--- src/rtl/dcache_mem_tid_arb_pkg.sv ---
`default_nettype none
// +----------------------------------------------------------------------------+
// | dcache_mem_tid_arb_pkg : shared memory-TID config and cache payload types  |
// | Rev 1.0                                                                    |
// +----------------------------------------------------------------------------+
package dcache_mem_tid_arb_pkg;

  localparam int unsigned MemTidWidth    = 2;
  localparam int unsigned CacheAddrWidth = 64;
  localparam int unsigned CacheDataWidth = 64;

  typedef enum logic [1:0] {
    PORT_PTW   = 2'd0,
    PORT_LOAD  = 2'd1,
    PORT_STORE = 2'd2
  } dcache_port_e;

  typedef struct packed {
    logic [CacheAddrWidth-1:0] addr;
    logic [CacheDataWidth-1:0] wdata;
    logic                      we;
    logic [MemTidWidth-1:0]    tid;
  } dcache_mem_req_t;

  typedef struct packed {
    logic [MemTidWidth-1:0]    tid;
    logic [CacheDataWidth-1:0] rdata;
  } dcache_mem_rsp_t;

  // Circular successor of a port index.
  function automatic int unsigned rr_next(input int unsigned idx, input int unsigned n);
    return (idx + 32'd1 >= n) ? 32'd0 : idx + 32'd1;
  endfunction

endpackage
`default_nettype wire

--- src/rtl/dcache_mem_tid_arb_rr_arb_tree.sv ---
`default_nettype none
// +----------------------------------------------------------------------------+
// | rr_arb_tree : round-robin arbiter with lock-until-accept and gated enable   |
// | Rev 1.0                                                                    |
// +----------------------------------------------------------------------------+
module rr_arb_tree
  import dcache_mem_tid_arb_pkg::*;
#(
  parameter int unsigned NumIn = 3,
  parameter int unsigned IdxW  = (NumIn > 1) ? $clog2(NumIn) : 1
) (
  input  logic             clk_i,
  input  logic             rst_ni,
  input  logic [NumIn-1:0] req_i,
  input  logic             en_i,
  input  logic             gnt_i,
  output logic             req_o,
  output logic [NumIn-1:0] gnt_o,
  output logic [IdxW-1:0]  idx_o
);

  logic [IdxW-1:0] r_ptr;
  logic            r_lock;
  logic [IdxW-1:0] r_lock_idx;

  logic [IdxW-1:0] w_rr_idx;
  logic [IdxW-1:0] w_j;
  logic            w_found;
  logic            w_any;
  logic            w_hs;

  // First requester at or after the pointer, scanning circularly.
  always_comb begin
    w_found  = 1'b0;
    w_rr_idx = '0;
    w_j      = '0;
    for (int unsigned k = 0; k < NumIn; k++) begin
      w_j = IdxW'((32'(r_ptr) + k) % NumIn);
      if (!w_found && req_i[w_j]) begin
        w_found  = 1'b1;
        w_rr_idx = w_j;
      end
    end
  end

  assign idx_o = r_lock ? r_lock_idx : w_rr_idx;
  assign w_any = r_lock ? req_i[r_lock_idx] : w_found;
  assign req_o = en_i & w_any;
  assign w_hs  = req_o & gnt_i;

  always_comb begin
    gnt_o = '0;
    if (w_hs) gnt_o[idx_o] = 1'b1;
  end

  always_ff @(posedge clk_i or negedge rst_ni) begin
    if (!rst_ni) begin
      r_ptr      <= '0;
      r_lock     <= 1'b0;
      r_lock_idx <= '0;
    end else begin
      // With no free ID the request is masked and the lock must survive untouched.
      if (en_i) r_lock <= req_o & ~gnt_i;
      if (req_o && !r_lock) r_lock_idx <= w_rr_idx;
      if (w_hs) r_ptr <= IdxW'(rr_next(32'(idx_o), NumIn));
    end
  end

  a_req_held_until_gnt: assert property (@(posedge clk_i) disable iff (!rst_ni)
    (req_o && !gnt_i) |=> req_i[r_lock_idx]);

endmodule
`default_nettype wire

--- src/rtl/dcache_mem_tid_arb.sv ---
`default_nettype none
// +----------------------------------------------------------------------------+
// | dcache_mem_tid_arb : arbitrates cache ports onto memory, tags with free TID |
// | Rev 1.0                                                                    |
// +----------------------------------------------------------------------------+
module dcache_mem_tid_arb
  import dcache_mem_tid_arb_pkg::*;
#(
  parameter int unsigned NrPorts   = 3,
  parameter int unsigned TidWidth  = MemTidWidth,
  parameter int unsigned AddrWidth = 64,
  parameter int unsigned DataWidth = 64
) (
  input  logic                               clk_i,
  input  logic                               rst_ni,
  input  logic [NrPorts-1:0]                 req_i,
  output logic [NrPorts-1:0]                 gnt_o,
  input  logic [NrPorts-1:0][AddrWidth-1:0]  addr_i,
  input  logic [NrPorts-1:0][DataWidth-1:0]  wdata_i,
  input  logic [NrPorts-1:0]                 we_i,
  output logic                               mem_req_o,
  input  logic                               mem_gnt_i,
  output logic [AddrWidth-1:0]               mem_addr_o,
  output logic [DataWidth-1:0]               mem_wdata_o,
  output logic                               mem_we_o,
  output logic [TidWidth-1:0]                mem_tid_o,
  input  logic                               mem_rvalid_i,
  input  logic [TidWidth-1:0]                mem_rtid_i,
  input  logic [DataWidth-1:0]               mem_rdata_i,
  output logic [NrPorts-1:0]                 rvalid_o,
  output logic [NrPorts-1:0][DataWidth-1:0]  rdata_o,
  output logic [TidWidth:0]                  outstanding_o,
  output logic                               err_o
);

  localparam int unsigned NumTids = 1 << TidWidth;
  localparam int unsigned PortW   = (NrPorts > 1) ? $clog2(NrPorts) : 1;

  logic [NumTids-1:0]                r_busy;
  logic [NumTids-1:0][PortW-1:0]     r_owner;
  logic [TidWidth:0]                 r_outstanding;
  logic                              r_err;
  logic [NrPorts-1:0]                r_rvalid;
  logic [NrPorts-1:0][DataWidth-1:0] r_rdata;

  logic                w_tid_avail;
  logic [TidWidth-1:0] w_free_tid;
  logic                w_arb_req;
  logic [NrPorts-1:0]  w_arb_gnt;
  logic [PortW-1:0]    w_sel;
  logic                w_hs;
  logic                w_rsp_busy;
  logic                w_rsp_ok;
  logic [PortW-1:0]    w_rsp_owner;

  // Lowest-numbered free ID; the downward scan lets the smallest index win.
  always_comb begin
    w_tid_avail = 1'b0;
    w_free_tid  = '0;
    for (int t = NumTids - 1; t >= 0; t--) begin
      if (!r_busy[t]) begin
        w_tid_avail = 1'b1;
        w_free_tid  = TidWidth'(t);
      end
    end
  end

  rr_arb_tree #(
    .NumIn (NrPorts),
    .IdxW  (PortW)
  ) u_rr_arb_tree (
    .clk_i  (clk_i),
    .rst_ni (rst_ni),
    .req_i  (req_i),
    .en_i   (w_tid_avail),
    .gnt_i  (mem_gnt_i),
    .req_o  (w_arb_req),
    .gnt_o  (w_arb_gnt),
    .idx_o  (w_sel)
  );

  // Reset gates the request side combinationally, not just via the flops.
  assign mem_req_o   = w_arb_req & rst_ni;
  assign gnt_o       = w_arb_gnt & {NrPorts{rst_ni}};
  assign mem_addr_o  = addr_i[w_sel];
  assign mem_wdata_o = wdata_i[w_sel];
  assign mem_we_o    = we_i[w_sel];
  assign mem_tid_o   = w_free_tid;

  assign w_hs        = mem_req_o & mem_gnt_i;
  assign w_rsp_busy  = r_busy[mem_rtid_i];
  assign w_rsp_ok    = mem_rvalid_i & w_rsp_busy;
  assign w_rsp_owner = r_owner[mem_rtid_i];

  always_ff @(posedge clk_i or negedge rst_ni) begin
    if (!rst_ni) begin
      r_busy        <= '0;
      r_owner       <= '0;
      r_outstanding <= '0;
      r_err         <= 1'b0;
      r_rvalid      <= '0;
      r_rdata       <= '0;
    end else begin
      // Alloc picks a free ID and a valid response names a busy one, so they never collide.
      if (w_hs) begin
        r_busy[w_free_tid]  <= 1'b1;
        r_owner[w_free_tid] <= w_sel;
      end
      if (w_rsp_ok) r_busy[mem_rtid_i] <= 1'b0;

      r_rvalid <= '0;
      if (w_rsp_ok) begin
        r_rvalid[w_rsp_owner] <= 1'b1;
        r_rdata[w_rsp_owner]  <= mem_rdata_i;
      end

      if (mem_rvalid_i && !w_rsp_busy) r_err <= 1'b1;

      case ({w_hs, w_rsp_ok})
        2'b10:   r_outstanding <= r_outstanding + {{TidWidth{1'b0}}, 1'b1};
        2'b01:   r_outstanding <= r_outstanding - {{TidWidth{1'b0}}, 1'b1};
        default: r_outstanding <= r_outstanding;
      endcase
    end
  end

  assign rvalid_o      = r_rvalid;
  assign rdata_o       = r_rdata;
  assign outstanding_o = r_outstanding;
  assign err_o         = r_err;

endmodule
`default_nettype wire

--- config.mk ---
export PLATFORM = sky130hd
export DESIGN_NAME = dcache_mem_tid_arb
export DESIGN_NICKNAME = d
export VERILOG_FILES = /design/src/rtl/dcache_mem_tid_arb_pkg.sv /design/src/rtl/dcache_mem_tid_arb_rr_arb_tree.sv /design/src/rtl/dcache_mem_tid_arb.sv
export SDC_FILE = /design/constraint.sdc
export NUM_CORES = 1
export LEC_CHECK = 0
export BUFFER_PORTS_ARGS = -buffer_cell sky130_fd_sc_hd__buf_4
export CAP_MARGIN = 0
export CELL_PAD_IN_SITES_DETAIL_PLACEMENT = 2
export CELL_PAD_IN_SITES_GLOBAL_PLACEMENT = 2
export CORE_AREA = 2 2 308 310
export DETAILED_ROUTE_END_ITERATION = 10
export DIE_AREA = 0 0 310 312
export PLACE_DENSITY = 0.45
export SETUP_SLACK_MARGIN = 0.05
export SYNTH_ARGS = -nofsm -noshare
export SYNTH_HDL_FRONTEND = slang
export SYNTH_SLANG_ARGS = --single-unit
--- constraint.sdc ---
create_clock -name clk_i -period 3.6 [get_ports clk_i]
set_input_delay 0.54 -clock clk_i [delete_from_list [all_inputs] [get_ports clk_i]]
set_output_delay 0.54 -clock clk_i [all_outputs]
set_load 0.01 [all_outputs]
==> results of run 1 <==
metrics by stage:
stage,hold WS [ps],TNS (ps),total power [W],worst slack [ps],std cells
detailed placement,451.4,-111.8,0.01799,-63.61,2895
global placement,449.0,-110.8,0.01783,-56.05,2895
finish,179.0,-22600,0.02642,-250.2,3037
floorplan,244.4,0,0.01121,716.0,860
CTS,140.8,-32960,0.02438,-305.1,2984
global route,159.3,-41930,0.02783,-395.5,3030
logic make-up (layout without fill, tap and decap cells):
family | Yosys count | after routing | synth area share, %
flip-flops | 216 | 216 | 44.68
adder cells (fa/ha/maj) | 6 | 6 | 0.6826
buffers and inverters | 89 | 983 | 5.761
XOR/XNOR | 3 | 3 | 0.2172
multiplexers | 336 | 336 | 30.15
other | 0 | 29 | 0
AO/OA/AOI/OAI | 163 | 163 | 16.48
AND/OR/NAND/NOR | 47 | 47 | 2.038
area by class of cell:
class	instances	area, um^2
Antenna cell	29	72.57
Fill cell	10210	69360
Multi-Input combinational cell	555	7485
Timing Repair Buffer	916	8163
Clock buffer	40	837.1
Clock inverter	9	91.34
Tap cell	1254	1569
Inverter	18	67.56
Sequential cell	216	5406
path summary, 6_finish.rpt:
| path | start | to | cells past startpoint |
|---|---|---|---|
| worst max-delay path | u_rr_arb_tree.r_ptr[1] | mem_wdata_o[50] | 13 |
| worst min-delay path | mem_gnt_i | u_rr_arb_tree.r_lock | 2 |
| worst max register to register | u_rr_arb_tree.r_ptr[1] | outstanding_o[2] | 13 |
| worst min register to register | outstanding_o[2] | outstanding_o[2] | 1 |
| max in group asynchronous | rst_ni | rdata_o[133] | 3 |
| min in group asynchronous | rst_ni | rdata_o[155] | 2 |
sequential cells by signal, summed over array words and instances, names as in the netlist:
register / cells
rvalid_o: 3
u_rr_arb_tree.r_ptr: 2
r_busy: 4
r_owner: 8
u_rr_arb_tree.r_lock_idx: 2
outstanding_o: 3
rdata_o: 192
u_rr_arb_tree.r_lock: 1
err_o: 1
layer usage:
| layer | track usage, % | up-vias | share of wire [%] |
|---|---|---|---|
| met3 | 5.093 | 106 | 8.7 |
| met5 | 0 | - | 0.049 |
| li1 | - | 5027 | - |
| met2 | 27.88 | 500 | 54 |
| met4 | 6.072 | 6 | 4.1 |
| met1 | 14.88 | 5686 | 33 |
placed cells by master (no fill, tap or decap), types with 3 or more instances in the layout:
| cell type | netlist | final |
|---|---|---|
| mux4_2 | 3 | 3 |
| buf_6 | 7 | 98 |
| buf_8 | 1 | 13 |
| buf_16 | 0 | 13 |
| nand3b_1 | 5 | 5 |
| buf_4 | 21 | 751 |
| nand2b_1 | 3 | 3 |
| clkbuf_16 | 0 | 38 |
| clkbuf_8 | 0 | 7 |
| mux2i_2 | 0 | 28 |
| nor2_1 | 11 | 10 |
| dfrtp_1 | 216 | 215 |
| mux2_1 | 162 | 162 |
| inv_1 | 15 | 13 |
| o2bb2ai_2 | 100 | 79 |
| diode_2 | 0 | 29 |
| nand2_1 | 14 | 12 |
| clkbuf_1 | 4 | 4 |
| ha_4 | 0 | 4 |
| o2bb2ai_4 | 0 | 48 |
| o21ai_0 | 10 | 9 |
| o21ai_1 | 2 | 3 |
| mux2i_4 | 0 | 40 |
| clkinv_2 | 0 | 5 |
| mux2i_1 | 136 | 68 |
| mux2_2 | 35 | 35 |
| inv_2 | 2 | 4 |
| buf_12 | 11 | 30 |
| o2bb2ai_1 | 30 | 3 |
worst max-delay path: stages, from the launching register on:
cell and delay, ps:
dfrtp_2 440, ha_4 320, mux2i_4 250, buf_6 120, o211ai_4 70, a211o_1 270, o31ai_4 70, buf_6 160
buf_12 140, buf_16 170, buf_16 180, mux2i_4 320, o2bb2ai_2 80, buf_4 140
timing repair:
action / 4_1_cts / 5_1_grt
buffers inserted: 29 / 19
resized for setup: 192 / 169
cloned: 10 / 9
hold buffers: 1 / 0
pin swaps: 7 / 21
endpoints found under the hold margin: 32 / 0
endpoints found under the setup margin: 131 / 132
power by group through the flow:
stage	Clock [W]	Combinational, W	Sequential (W)
2_1_floorplan	0	0.00669	0.00451
3_3_place_gp	0	0.0137	0.00411
3_5_place_dp	0	0.0138	0.00418
4_1_cts	0.00295	0.0173	0.00415
5_1_grt	0.00304	0.0205	0.00429
6_report	0.00281	0.0195	0.00413
==> metrics, run 1 <==
die width=310 um; worst clock skew=23.15 ps; worst hold path class=in2reg; slew margin rel.=40.41%; P_leak=10.93 nW; violated checks=negative setup slack; IO Count=794; minimum clock period after layout=3850 ps; MaxCap Viol Count=0; Yosys top cell area share=44.68%; Yosys warnings=0; Final Util=25.46%; top post-synthesis cells by area=dfrtp_1 (45%), mux2_1 (15%), o2bb2ai_2 (12%); Post-Place Cell Area=0.01968 mm^2; Power Density=1115 mW/mm^2; starting density of the core=13.00%; Clock Sinks=216; Comb power frac=73.7%; WL/cell=25.50 um; post-synthesis instance total=860; Antenna Violating Nets Remaining=0; Placeable Area=0.09305 mm^2; most numerous cell in the Yosys netlist=dfrtp_1; Final nets=2202; data required time of the critical path=3060 ps; Primary FF master, synth=dfrtp_1; average vias per placed instance=3.729; Setup CP Type=reg2out; gr ovfl total=0; post-DP HPWL=60540 um; Vias=11330; Area Overhead vs Synth=95.83%; Reg clk slew, reported paths=60 ps; achievable frequency=0.2597 GHz; first-pass GRT wire length=102700 um; worst slew pin tran=893.8 ps; r2r setup slk=620 ps; Net Switching=0.01079 W; Final Hold Fails=0; PortBufs=793; clk root buf=clkbuf_16; Async SR Flop Fraction=100.0%; syn_area_per_cell=14.07 um^2; die area=0.09672 mm^2; number of buffers on the longest clock path=3; vias in the first global route=12870; Die Height=312 um; Routed WL=77440 um; final setup vio count=129; post-synthesis sequential area ratio=44.68%; power share of the sequential group=15.6%; CTS Buf Count=29; Synth top cells by count=dfrtp_1 (216), mux2_1 (162), mux2i_1 (136); Worst Setup End Kind=output port; number of synthesized flops with an enable pin=0; Sw Ratio=40.83%; TritonCTS clock tree=built; Detailed Routing Iterations Pass 1=6; Worst EP arrival=3310 ps; row count=112; crit-path max FO=8; DRC=0; Post-Syn Area=0.01210 mm^2; Syn Nets=1326; total track usage=14.90%; Peak supply drop=0.6595 mV; CP startpoint kind=flop; fin area=0.02369 mm^2; gp weighted congestion=0.8560; RSZ-0062 raised after global routing=true; count of cell types in the netlist=54; H-tree levels=1; power share of the clock group=10.6%; synthesized flop and latch total=216; Initial DRC Count=302; share of layout cells above drive strength 1=69.27%; crit share post-route=106.9%; Synth area leader=dfrtp_1; slack of the critical path=-250.2 ps; Final Max Slew Viols=0; outcome=finished with violations; initial antenna violation count=35; insertion delay to the later sink of the worst-skew pair=580 ps; largest net degree at the start of global routing=66; P_int=0.01563 W
Power figures use the tool's default switching activity.
==> inputs of run 2 (changes only) <==
Settings changed: RECOVER_POWER set to 25.
==> metrics, run 2 (same netlist as run 1, synthesis figures left out) <==
achievable frequency=0.2598 GHz (was 0.2597 GHz); Power Total=0.02592 W (was 0.02642 W); WL/cell=25.55 um (was 25.50 um); violated checks=negative setup slack (unchanged); Area Overhead vs Synth=91.92% (was 95.83%); data required time of the critical path=3060 ps (about the same); die area=0.09672 mm^2 (unchanged); placed cell count=2895 (unchanged); largest net degree at the start of global routing=66 (unchanged); Clock Sinks=216 (unchanged); minimum clock period after layout=3848 ps (was 3850 ps); Initial DRC Count=306 (was 302); number of buffers on the longest clock path=3 (unchanged); Antenna Violating Nets Remaining=0 (unchanged); post-DP HPWL=60540 um (unchanged); max reg flops=192 (unchanged); Critical path buffers and inverters=6 (unchanged); worst hold path class=in2reg (unchanged); initial antenna violation count=35 (unchanged); crit share post-route=106.9% (about the same); Final Max Slew Viols=0 (unchanged); average vias per placed instance=3.730 (was 3.729); Setup CP Type=reg2out (unchanged); Reg clk slew, reported paths=60 ps (about the same); gr ovfl total=0 (unchanged); Worst Setup End Kind=output port (unchanged); die width=310 um (unchanged); CP peak stage delay=440 ps (about the same); slack of the critical path=-248.4 ps (was -250.2 ps); DRC=0 (unchanged); setup tns final=-22480 ps (was -22600 ps); insertion delay to the later sink of the worst-skew pair=580 ps (about the same); slew margin rel.=40.81% (was 40.41%); CP Cell Sequence=ha_4 > mux2i_4 > buf_6 > o211ai_4 > a211o_1 > o31ai_4 > buf_6 > buf_12 > buf_16 > buf_16 > mux2i_4 > o2bb2ai_2 > buf_4 (unchanged); final std cells w/o fill=3037 (unchanged); worst r2r src=u_rr_arb_tree.r_ptr[1] (unchanged); Final Hold Fails=0 (unchanged); hold_ws=179.9 ps (was 179.0 ps); MaxCap Viol Count=0 (unchanged); CP startpoint kind=flop (unchanged); TritonCTS clock tree=built (unchanged); r2r setup slk=620 ps (about the same); clk root buf=clkbuf_16 (unchanged); IO Count=794 (unchanged); Vias=11330 (about the same); Worst EP arrival=3310 ps (about the same); vias in the first global route=12870 (unchanged); final setup vio count=129 (unchanged); Peak supply drop=0.6597 mV (was 0.6595 mV); total track usage=14.90% (unchanged); starting density of the core=13.00% (unchanged); Die Height=312 um (unchanged); CTS Buf Count=29 (unchanged); H-tree levels=1 (unchanged); P_leak=10.45 nW (was 10.93 nW); Detailed Routing Iterations Pass 1=6 (unchanged); crit-path max FO=8 (unchanged); Worst path top cell family by delay=buffers and inverters (unchanged); R2R Path End=outstanding_o[2] (unchanged); worst slew pin tran=887.8 ps (was 893.8 ps); Worst Setup EP=mem_wdata_o[50] (unchanged); most frequent cells in the layout=buf_4 (625), dfrtp_1 (215), mux2_1 (162) (was buf_4 (751), dfrtp_1 (215), mux2_1 (162)); PortBufs=793 (unchanged); Final nets=2202 (unchanged); R2R depth=13 (unchanged); row count=112 (unchanged); Crit path depth=13 (unchanged); launch point of the worst path=u_rr_arb_tree.r_ptr[1] (unchanged); Placeable Area=0.09305 mm^2 (unchanged); share of layout cells above drive strength 1=62.09% (was 69.27%); critical path's slowest cell=dfrtp_2 (unchanged); Power Density=1116 mW/mm^2 (was 1115 mW/mm^2); first-pass GRT wire length=102700 um (unchanged); gp weighted congestion=0.8560 (unchanged); Routed WL=77580 um (was 77440 um); worst clock skew=24.05 ps (was 23.15 ps); outcome=finished with violations (unchanged); RSZ-0062 raised after global routing=true (unchanged); most common cell after layout, fill and taps aside=buf_4 (unchanged)
==> run 2: cell type report <==
cell class	instances	area, um^2
diodes	29	72.57
multi-input cells	555	7485
fillers	10330	69830
inverters	18	67.56
flip-flops and latches	216	5406
clock inverters	9	91.34
well taps	1254	1569
clock buffers	40	837.1
repair buffers	916	7690
==> run 2: metrics by stage <==
stage	setup WS [ps]	utilization, %	cell area, um^2
floorplan	716.0	-	12100
global placement	-56.05	21.15	19680
detailed placement	-63.61	21.15	19680
CTS	-305.1	23.88	22220
global route	-395.5	24.93	23200
finish	-248.4	24.95	23220
==> run 2: worst min-delay path by stage <==
stage	start	cells past startpoint	endpoint
3_3_place_gp	rst_ni	1	rdata_o[158]
2_1_floorplan	rst_ni	0	err_o
4_1_cts	mem_gnt_i	2	u_rr_arb_tree.r_lock
3_5_place_dp	rst_ni	1	rdata_o[90]
5_1_grt	mem_rdata_i[16]	2	rdata_o[80]
6_report	mem_gnt_i	2	u_rr_arb_tree.r_lock
==> run 2: what timing repair did <==
item / in CTS / in global routing
cloned: 10 / 9
buffers inserted: 29 / 19
resized for setup: 192 / 169
hold endpoints to repair: 32 / 0
hold buffers: 1 / 0
endpoints found under the setup margin: 131 / 132
pin swaps: 7 / 21
==> run 2: where the power goes <==
group | total [W] | switching, W | internal [W] | leakage [nW]
sequential | 0.00411 | 0.000609 | 0.00350 | 2.70
combinational | 0.0190 | 0.00906 | 0.00994 | 7.29
clock | 0.00281 | 0.00113 | 0.00168 | 0.460
==> run 2: layer usage <==
layer	GRT usage, %	vias up	routed length (um)
li1	-	5032	-
met1	14.88	5673	26050
met2	27.88	508	41680
met3	5.093	108	6545
met4	6.072	6	3269
met5	0	-	38
